`src/rtl/usb_tx_pkg.sv`:
```
// Shared types and constants for the full-speed USB transmit serializer.
// The S_CRC state exists only when USB_TX_CRC16_EN is defined.
package usb_tx_pkg;

  typedef enum logic [2:0] {
    S_IDLE,
    S_SYNC,
    S_DATA,
`ifdef USB_TX_CRC16_EN
    S_CRC,
`endif
    S_EOP_SE0,
    S_EOP_J
  } tx_state_e;

  // {D+, D-}
  localparam logic [1:0] LINE_J   = 2'b10;
  localparam logic [1:0] LINE_K   = 2'b01;
  localparam logic [1:0] LINE_SE0 = 2'b00;

  localparam logic [7:0] SYNC_PATTERN_DEF = 8'h80;

  localparam logic [4:0] STROBE_A = 5'd8;
  localparam logic [4:0] STROBE_B = 5'd16;
  localparam logic [4:0] STROBE_C = 5'd25;

  localparam logic [15:0] CRC16_POLY      = 16'h8005;
  localparam logic [15:0] CRC16_POLY_REFL = 16'hA001;
  localparam logic [15:0] CRC16_INIT      = 16'hFFFF;

  // One byte of reflected CRC16, LSB of the data first.
  function automatic logic [15:0] crc16_byte(input logic [15:0] crc,
                                             input logic [7:0]  data);
    logic [15:0] c;
    c = crc;
    for (int i = 0; i < 8; i++)
      c = (c[0] ^ data[i]) ? ((c >> 1) ^ CRC16_POLY_REFL) : (c >> 1);
    return c;
  endfunction

endpackage

```
`src/rtl/usb_tx_bit_timer.sv`:
```
// 1..25 bit-grid counter; strobes at counts 8, 16 and 25 give the 8/8/9 bit lengths.
// Clearing restarts the grid so the cycle after the clear is count 1.
module usb_tx_bit_timer
  import usb_tx_pkg::*;
(
  input  logic i_clk,
  input  logic i_rst,
  input  logic i_clr,
  input  logic i_en,
  output logic o_bit_strobe
);

  logic [4:0] r_cnt;

  always_ff @(posedge i_clk) begin
    if (i_rst)      r_cnt <= '0;
    else if (i_clr) r_cnt <= 5'd1;
    else if (i_en)  r_cnt <= (r_cnt == STROBE_C) ? 5'd1 : r_cnt + 5'd1;
  end

  assign o_bit_strobe = i_en &&
                        ((r_cnt == STROBE_A) || (r_cnt == STROBE_B) || (r_cnt == STROBE_C));

endmodule

```
`src/rtl/usb_tx_serializer.sv`:
```
// Full-speed USB TX: SYNC, LSB-first bit-stuffed NRZI payload, EOP on D+/D-.
// Define USB_TX_CRC16_EN to add the tx_append_crc port and the CRC16 trailer.
module usb_tx_serializer
  import usb_tx_pkg::*;
#(
  parameter int unsigned STUFF_LEN    = 6,
  parameter logic [7:0]  SYNC_PATTERN = SYNC_PATTERN_DEF
) (
  input  logic       i_clk,
  input  logic       i_rst,
  input  logic       i_tx_start,
  input  logic [7:0] i_tx_data,
  input  logic       i_tx_last,
  input  logic       i_tx_valid,
  output logic       o_tx_ready,
`ifdef USB_TX_CRC16_EN
  input  logic       i_tx_append_crc,
`endif
  output logic       o_d_plus,
  output logic       o_d_minus,
  output logic       o_tx_busy,
  output logic       o_tx_done,
  output logic       o_tx_error
);

  localparam int ONES_W = $clog2(STUFF_LEN + 1);

  tx_state_e          r_state, w_state;
  logic [3:0]         r_idx, w_idx;
  logic [7:0]         r_shift, w_shift;
  logic               r_last, w_last;
  logic               r_stuff, w_stuff;
  logic [ONES_W-1:0]  r_ones, w_ones;
  logic               r_dp, w_dp, r_dm, w_dm;
  logic               r_done, w_done;
  logic               w_emit, w_bit, w_strobe, w_fetch, w_data_state;
`ifdef USB_TX_CRC16_EN
  logic [15:0]        r_crc, w_crc;
  logic               r_crc_en, w_crc_en;
`endif

  usb_tx_bit_timer u_timer (
    .i_clk        (i_clk),
    .i_rst        (i_rst),
    .i_clr        ((r_state == S_IDLE) && i_tx_start),
    .i_en         (r_state != S_IDLE),
    .o_bit_strobe (w_strobe)
  );

  assign w_fetch = w_strobe && !r_stuff && (r_idx == 4'd7) &&
                   ((r_state == S_SYNC) || ((r_state == S_DATA) && !r_last));

  assign w_data_state = (r_state == S_SYNC) || (r_state == S_DATA)
`ifdef USB_TX_CRC16_EN
                        || (r_state == S_CRC)
`endif
                        ;

  assign o_tx_ready = w_fetch;
  assign o_tx_error = w_fetch && !i_tx_valid;
  assign o_tx_busy  = (r_state != S_IDLE);
  assign o_tx_done  = r_done;
  assign o_d_plus   = r_dp;
  assign o_d_minus  = r_dm;

  // (state, idx) points at the logical bit on the line; while a stuff bit
  // is on the line it already points at the next logical bit.
  always_comb begin
    w_state = r_state;
    w_idx   = r_idx;
    w_shift = r_shift;
    w_last  = r_last;
    w_stuff = r_stuff;
    w_ones  = r_ones;
    w_dp    = r_dp;
    w_dm    = r_dm;
    w_done  = 1'b0;
    w_emit  = 1'b0;
    w_bit   = 1'b1;
`ifdef USB_TX_CRC16_EN
    w_crc    = r_crc;
    w_crc_en = r_crc_en;
`endif
    if (r_state == S_IDLE) begin
      if (i_tx_start) begin
        w_state = S_SYNC;
        w_idx   = '0;
        w_ones  = '0;
        w_stuff = 1'b0;
        w_last  = 1'b0;
        w_emit  = 1'b1;
`ifdef USB_TX_CRC16_EN
        w_crc    = CRC16_INIT;
        w_crc_en = i_tx_append_crc;
`endif
      end
    end else if (w_strobe) begin
      if (!r_stuff) begin
        case (r_state)
          S_SYNC, S_DATA: begin
            if (r_idx != 4'd7) begin
              w_idx = r_idx + 4'd1;
            end else if ((r_state == S_DATA) && r_last) begin
              w_idx = '0;
`ifdef USB_TX_CRC16_EN
              w_state = r_crc_en ? S_CRC : S_EOP_SE0;
`else
              w_state = S_EOP_SE0;
`endif
            end else if (i_tx_valid) begin
              w_state = S_DATA;
              w_idx   = '0;
              w_shift = i_tx_data;
              w_last  = i_tx_last;
`ifdef USB_TX_CRC16_EN
              if (r_state == S_DATA) w_crc = crc16_byte(r_crc, i_tx_data);
`endif
            end else begin
              w_state = S_EOP_SE0;
              w_idx   = '0;
            end
          end
`ifdef USB_TX_CRC16_EN
          S_CRC: begin
            if (r_idx == 4'd15) begin
              w_state = S_EOP_SE0;
              w_idx   = '0;
            end else begin
              w_idx = r_idx + 4'd1;
            end
          end
`endif
          S_EOP_SE0: begin
            if (r_idx == 4'd1) begin
              w_state = S_EOP_J;
              w_idx   = '0;
            end else begin
              w_idx = r_idx + 4'd1;
            end
          end
          S_EOP_J: begin
            w_state = S_IDLE;
            w_done  = 1'b1;
          end
          default: w_state = S_IDLE;
        endcase
      end
      if (!r_stuff && w_data_state && (r_ones == ONES_W'(STUFF_LEN))) begin
        w_stuff = 1'b1;
        w_ones  = '0;
        w_dp    = ~r_dp;
        w_dm    = r_dp;
      end else begin
        w_stuff = 1'b0;
        w_emit  = 1'b1;
      end
    end

    case (w_state)
      S_SYNC:  w_bit = SYNC_PATTERN[w_idx[2:0]];
      S_DATA:  w_bit = w_shift[w_idx[2:0]];
`ifdef USB_TX_CRC16_EN
      S_CRC:   w_bit = ~w_crc[w_idx];
`endif
      default: w_bit = 1'b1;
    endcase

    if (w_emit) begin
      case (w_state)
        S_EOP_SE0: begin
          w_dp   = 1'b0;
          w_dm   = 1'b0;
          w_ones = '0;
        end
        S_EOP_J, S_IDLE: begin
          w_dp   = 1'b1;
          w_dm   = 1'b0;
          w_ones = '0;
        end
        default: begin
          w_dp   = w_bit ? r_dp : ~r_dp;
          w_dm   = ~w_dp;
          w_ones = w_bit ? (w_ones + ONES_W'(1)) : '0;
        end
      endcase
    end
  end

  always_ff @(posedge i_clk) begin
    if (i_rst) begin
      r_state <= S_IDLE;
      r_idx   <= '0;
      r_shift <= '0;
      r_last  <= 1'b0;
      r_stuff <= 1'b0;
      r_ones  <= '0;
      r_dp    <= 1'b1;
      r_dm    <= 1'b0;
      r_done  <= 1'b0;
    end else begin
      r_state <= w_state;
      r_idx   <= w_idx;
      r_shift <= w_shift;
      r_last  <= w_last;
      r_stuff <= w_stuff;
      r_ones  <= w_ones;
      r_dp    <= w_dp;
      r_dm    <= w_dm;
      r_done  <= w_done;
    end
  end

`ifdef USB_TX_CRC16_EN
  always_ff @(posedge i_clk) begin
    if (i_rst) begin
      r_crc    <= CRC16_INIT;
      r_crc_en <= 1'b0;
    end else begin
      r_crc    <= w_crc;
      r_crc_en <= w_crc_en;
    end
  end
`endif

endmodule

```
`config.mk`:
```
export PLATFORM = sky130hd
export DESIGN_NAME = usb_tx_serializer
export DESIGN_NICKNAME = d
export VERILOG_FILES = /design/src/rtl/usb_tx_pkg.sv /design/src/rtl/usb_tx_bit_timer.sv /design/src/rtl/usb_tx_serializer.sv
export SDC_FILE = /design/constraint.sdc
export NUM_CORES = 1
export LEC_CHECK = 0
export CAP_MARGIN = 40
export CORE_MARGIN = 1
export CORE_UTILIZATION = 50
export DETAILED_ROUTE_END_ITERATION = 10
export GPL_TIMING_DRIVEN = 0
export PLACE_DENSITY = 0.75
export REMOVE_ABC_BUFFERS = 1
export SYNTH_ARGS = -nofsm -noshare
export SYNTH_HDL_FRONTEND = slang
export SYNTH_SLANG_ARGS = --single-unit
```
`constraint.sdc`:
```
create_clock -name i_clk -period 2.9 [get_ports i_clk]
set_clock_uncertainty 0.1 [all_clocks]
set_input_delay 0.29 -clock i_clk [delete_from_list [all_inputs] [get_ports i_clk]]
set_output_delay 0.29 -clock i_clk [all_outputs]
set_load 0.005 [all_outputs]
```
==> results of run 1 <==
[worst register-to-register path: cells and delay by family, from the launching register on]
kind             cells  cell delay, ns
flip-flops           1            0.38
AO/OA/AOI/OAI        6            1.27
AND/OR/NAND/NOR      3            1.16
[worst max-delay path by stage]
stage,endpoint,from,cells past startpoint,slack (ns)
2_1_floorplan,o_d_minus,u_timer.r_cnt[0],11,-0.003
3_3_place_gp,o_d_minus,u_timer.r_cnt[0],11,-0.36
3_5_place_dp,o_d_minus,u_timer.r_cnt[0],11,-0.35
4_1_cts,o_d_plus,r_idx[0],11,-0.0000004
5_1_grt,r_ones[1],r_stuff,10,-0.20
6_report,o_d_minus,r_stuff,9,-0.1
[cells by family after synthesis]
logic type      after synthesis  synth area share
flops                        28             0.317
mux                           7            0.0418
buf+inv                      19            0.0474
simple gates                 99             0.301
fa+ha+maj                     6            0.0425
compound gates               53             0.230
xor+xnor                      4            0.0198
[where the power goes]
part	leakage [nW]	total, mW	switching (mW)	internal, mW
Clock	0.0210	0.197	0.120	0.0769
Combinational	0.519	0.138	0.0701	0.0678
Sequential	0.232	0.400	0.00931	0.390
[state kept, by name, indices dropped and copies added, names as in the netlist]
| name | cells |
|---|---|
| o_d_minus | 1 |
| r_stuff | 1 |
| r_state | 3 |
| r_ones | 3 |
| r_last | 1 |
| u_timer.r_cnt | 5 |
| r_idx | 4 |
| o_tx_done | 1 |
| r_shift | 8 |
| o_d_plus | 1 |
[final cells by class]
class                      instances  share of cell area
tap                               46              0.0252
multi-input combinational        169               0.557
sequential                        28               0.254
clock buffer                       4              0.0159
inverter                           9              0.0148
timing repair buffer              33               0.133
[per-stage QoR]
stage           util  cells
5_1_grt        0.680    289
2_1_floorplan      -    206
3_3_place_gp   0.581    270
3_5_place_dp   0.586    271
4_1_cts        0.648    286
6_report       0.680    289
[synthesized netlist by cell type (2+ instances only)]
cell / n
dfxtp_1: 28
nand2_1: 23
nor2_1: 22
a21oi_1: 17
inv_1: 9
nand3_1: 7
and3_1: 6
ha_1: 6
o21ai_0: 6
and2_1: 5
nor2b_1: 5
nor3_1: 5
a31oi_1: 4
buf_2: 4
clkbuf_1: 4
mux2i_1: 4
xor2_1: 4
mux2_2: 3
nor3b_1: 3
or3_1: 3
a2111o_1: 2
a22oi_1: 2
and3b_1: 2
buf_4: 2
nand3b_1: 2
nand4_1: 2
nor4_1: 2
o21bai_1: 2
or2_2: 2
[layer usage]
layer	track usage	up-vias
met4	0.0667	0
met2	0.368	26
met3	0.0441	4
li1	-	840
met5	0	-
met1	0.317	799
[timing repair]
action,in CTS,in global routing
resized for setup,28,19
endpoints found under the setup margin,5,6
setup buffers,11,3
endpoints found under the hold margin,0,0
pin swaps,11,8
[cell usage in the layout (no fill, tap or decap), types with 2 or more instances in the layout]
cell and n:
nor3_1 4, nand3_1 6, a2111o_1 2, buf_4 13, ha_4 3, a31oi_1 2, dfxtp_2 7, and3_1 5
dfxtp_1 18, o21ai_0 5, nor2b_1 5, and2_1 5, nor2_1 21, clkdlybuf4s50_1 18, dfxtp_4 3, nand4_1 2
a21oi_2 4, inv_2 3, ha_1 3, nand2_1 23, and3b_1 2, xor2_1 4, a22oi_1 2, a21oi_1 13
clkbuf_4 3, nor3_2 2, or3_1 3, nor3b_1 3, nand3b_1 2, mux2_2 2, mux2i_1 3, inv_1 6
a221oi_2 2, or2_2 2
==> flow_metrics.py, run 1 <==
metrics = {
    "outcome": {
        "outcome": "complete, but fails checks",
        "violations": "negative setup slack",
    },
    "setup_path": {
        "path_buf_inv": 0,
        "reg2regPathDepth": 9,
        "cp_max_fo": 5,
        "worstSetupStartpointType": "flop",
        "cp_top_family": "compound AO/OA/AOI/OAI gates",
        "slowest_delay_ns": 0.57,
        "crit_arrival_ns": 3.16,
        "slowest_stage": "or4_4",
        "worstPathCellList": "or3_4, a2111oi_4, a21oi_2, or4_4, nor2b_1, a31o_2, o21ai_4, a21oi_2, a221oi_2",
        "critPathRequiredTime_ns": 3.06,
        "path_common_cell": "a21oi_2",
        "setup.worst_path.end_class": "flop",
        "r2r_setup_slack_ns": -0.1,
        "timing.rr.start": "r_stuff",
        "critPathKind": "reg -> reg",
        "rr_endpoint": "o_d_minus",
    },
    "detailed_routing": {
        "avgRoutedWirePerCell_um": 14.6,
        "vias_per_cell": 5.78,
        "drc_errors": 0,
        "routed_wl_um": 4220,
        "wl_met1_um": 2030,
        "dr.max_layer_used": "met4",
        "met3RoutedLength_um": 140,
        "first_iter_violations": 81,
        "met2_length_um": 2020,
        "first_pass_iters": 4,
        "antenna_left": 0,
        "num_vias": 1669,
    },
    "global_route": {
        "grt_pass1_wl_um": 6440,
        "grt_pass1_vias": 1475,
        "grt_start_max_net_pins": 21,
        "grt_overflow": 0,
        "antenna_found_initial": 0,
        "gr-usage-all-layers": 0.230,
    },
    "flow_run": {
        "cap_violations": 0,
    },
    "floorplanning": {
        "num_rows": 21,
        "io_pins": 19,
        "die_area_um2": 3780,
        "die_h_um": 61.5,
        "start_util": 0.526,
        "core-area_um2": 3360,
        "die_w_um": 61.5,
    },
    "pwr": {
        "p_leak_nw": 0.772,
        "power_density_nw_per_um2": 321,
        "finalPower_mw": 0.734,
        "ir_worst_vdd_v": 0.000284,
    },
    "finish": {
        "diodes": 0,
        "nNetsFinal": 263,
        "regArea_um2": 581,
        "fillers": 287,
        "stdcell_area_um2": 2290,
        "multi_input_area_um2": 1270,
        "drive_above_1_share": 0.276,
        "synthToLayoutAreaGrowth_pct": 29.4,
    },
    "logic_synthesis": {
        "syn_inst": 216,
        "seq_area_frac_synth": 0.317,
        "synth-edff-count": 0,
        "syn_avg_cell_area_um2": 8.18,
        "synthTopCellsByArea": "dfxtp_1, nand2_1, a21oi_1, nor2_1, ha_1",
        "synth_seq_cells": 28,
        "yosys.area.top_type": "dfxtp_1",
        "synth.cell_area_um2": 1770,
        "synth_warnings": 0,
        "ys.flop_type": "dfxtp_1",
        "async_reset_ff_frac": 0,
        "synth.distinct_cells": 59,
        "yosysTopAreaCellShare": 0.317,
    },
    "sta": {
        "min_period_ns": 3.00,
        "max_freq_ghz": 0.333,
        "finalSetupViolCount": 5,
        "final_hold_viol_count": 0,
        "tns_ns": -0.334,
        "tightest_slew_ns": 0.617,
        "worst_slack_ns": -0.0995,
        "holdWs_ns": 0.366,
        "min_period_over_period": 1.03,
        "drv_slew": 0,
        "rsz0062_at_grt": "yes",
        "slew_headroom": 0.588,
    },
    "placed_design": {
        "dp_hpwl_um": 2770,
        "place_area_um2": 1970,
        "port_buffers": 18,
        "dp_slack_ns": -0.353,
        "gp_congestion": 0.786,
    },
    "hold_path": {
        "hold_start": "r_shift[3]",
        "holdPathStages": 2,
        "hold-path-endpoint": "r_shift[3]",
        "hp-class": "reg -> reg",
    },
    "clocking": {
        "clk_latency_ns": 0.33,
        "cts_made_buffers": 3,
        "htreeDepth": 1,
        "cts_tree": "built",
        "cts_hold_buf": 0,
        "root_buffer": "clkbuf_4",
        "cts.sinks": 28,
        "cts.reportedPaths.clkPinSlew_ns": 0.16,
        "clockBufferDepth": 2,
    },
}
(Power assumes the default switching activity.)
==> run 2: changes to the inputs <==
CORE_MARGIN = unset   (was 1)
==> results of run 2 <==
Final layout, timing and power as in run 1 (identical DEF).
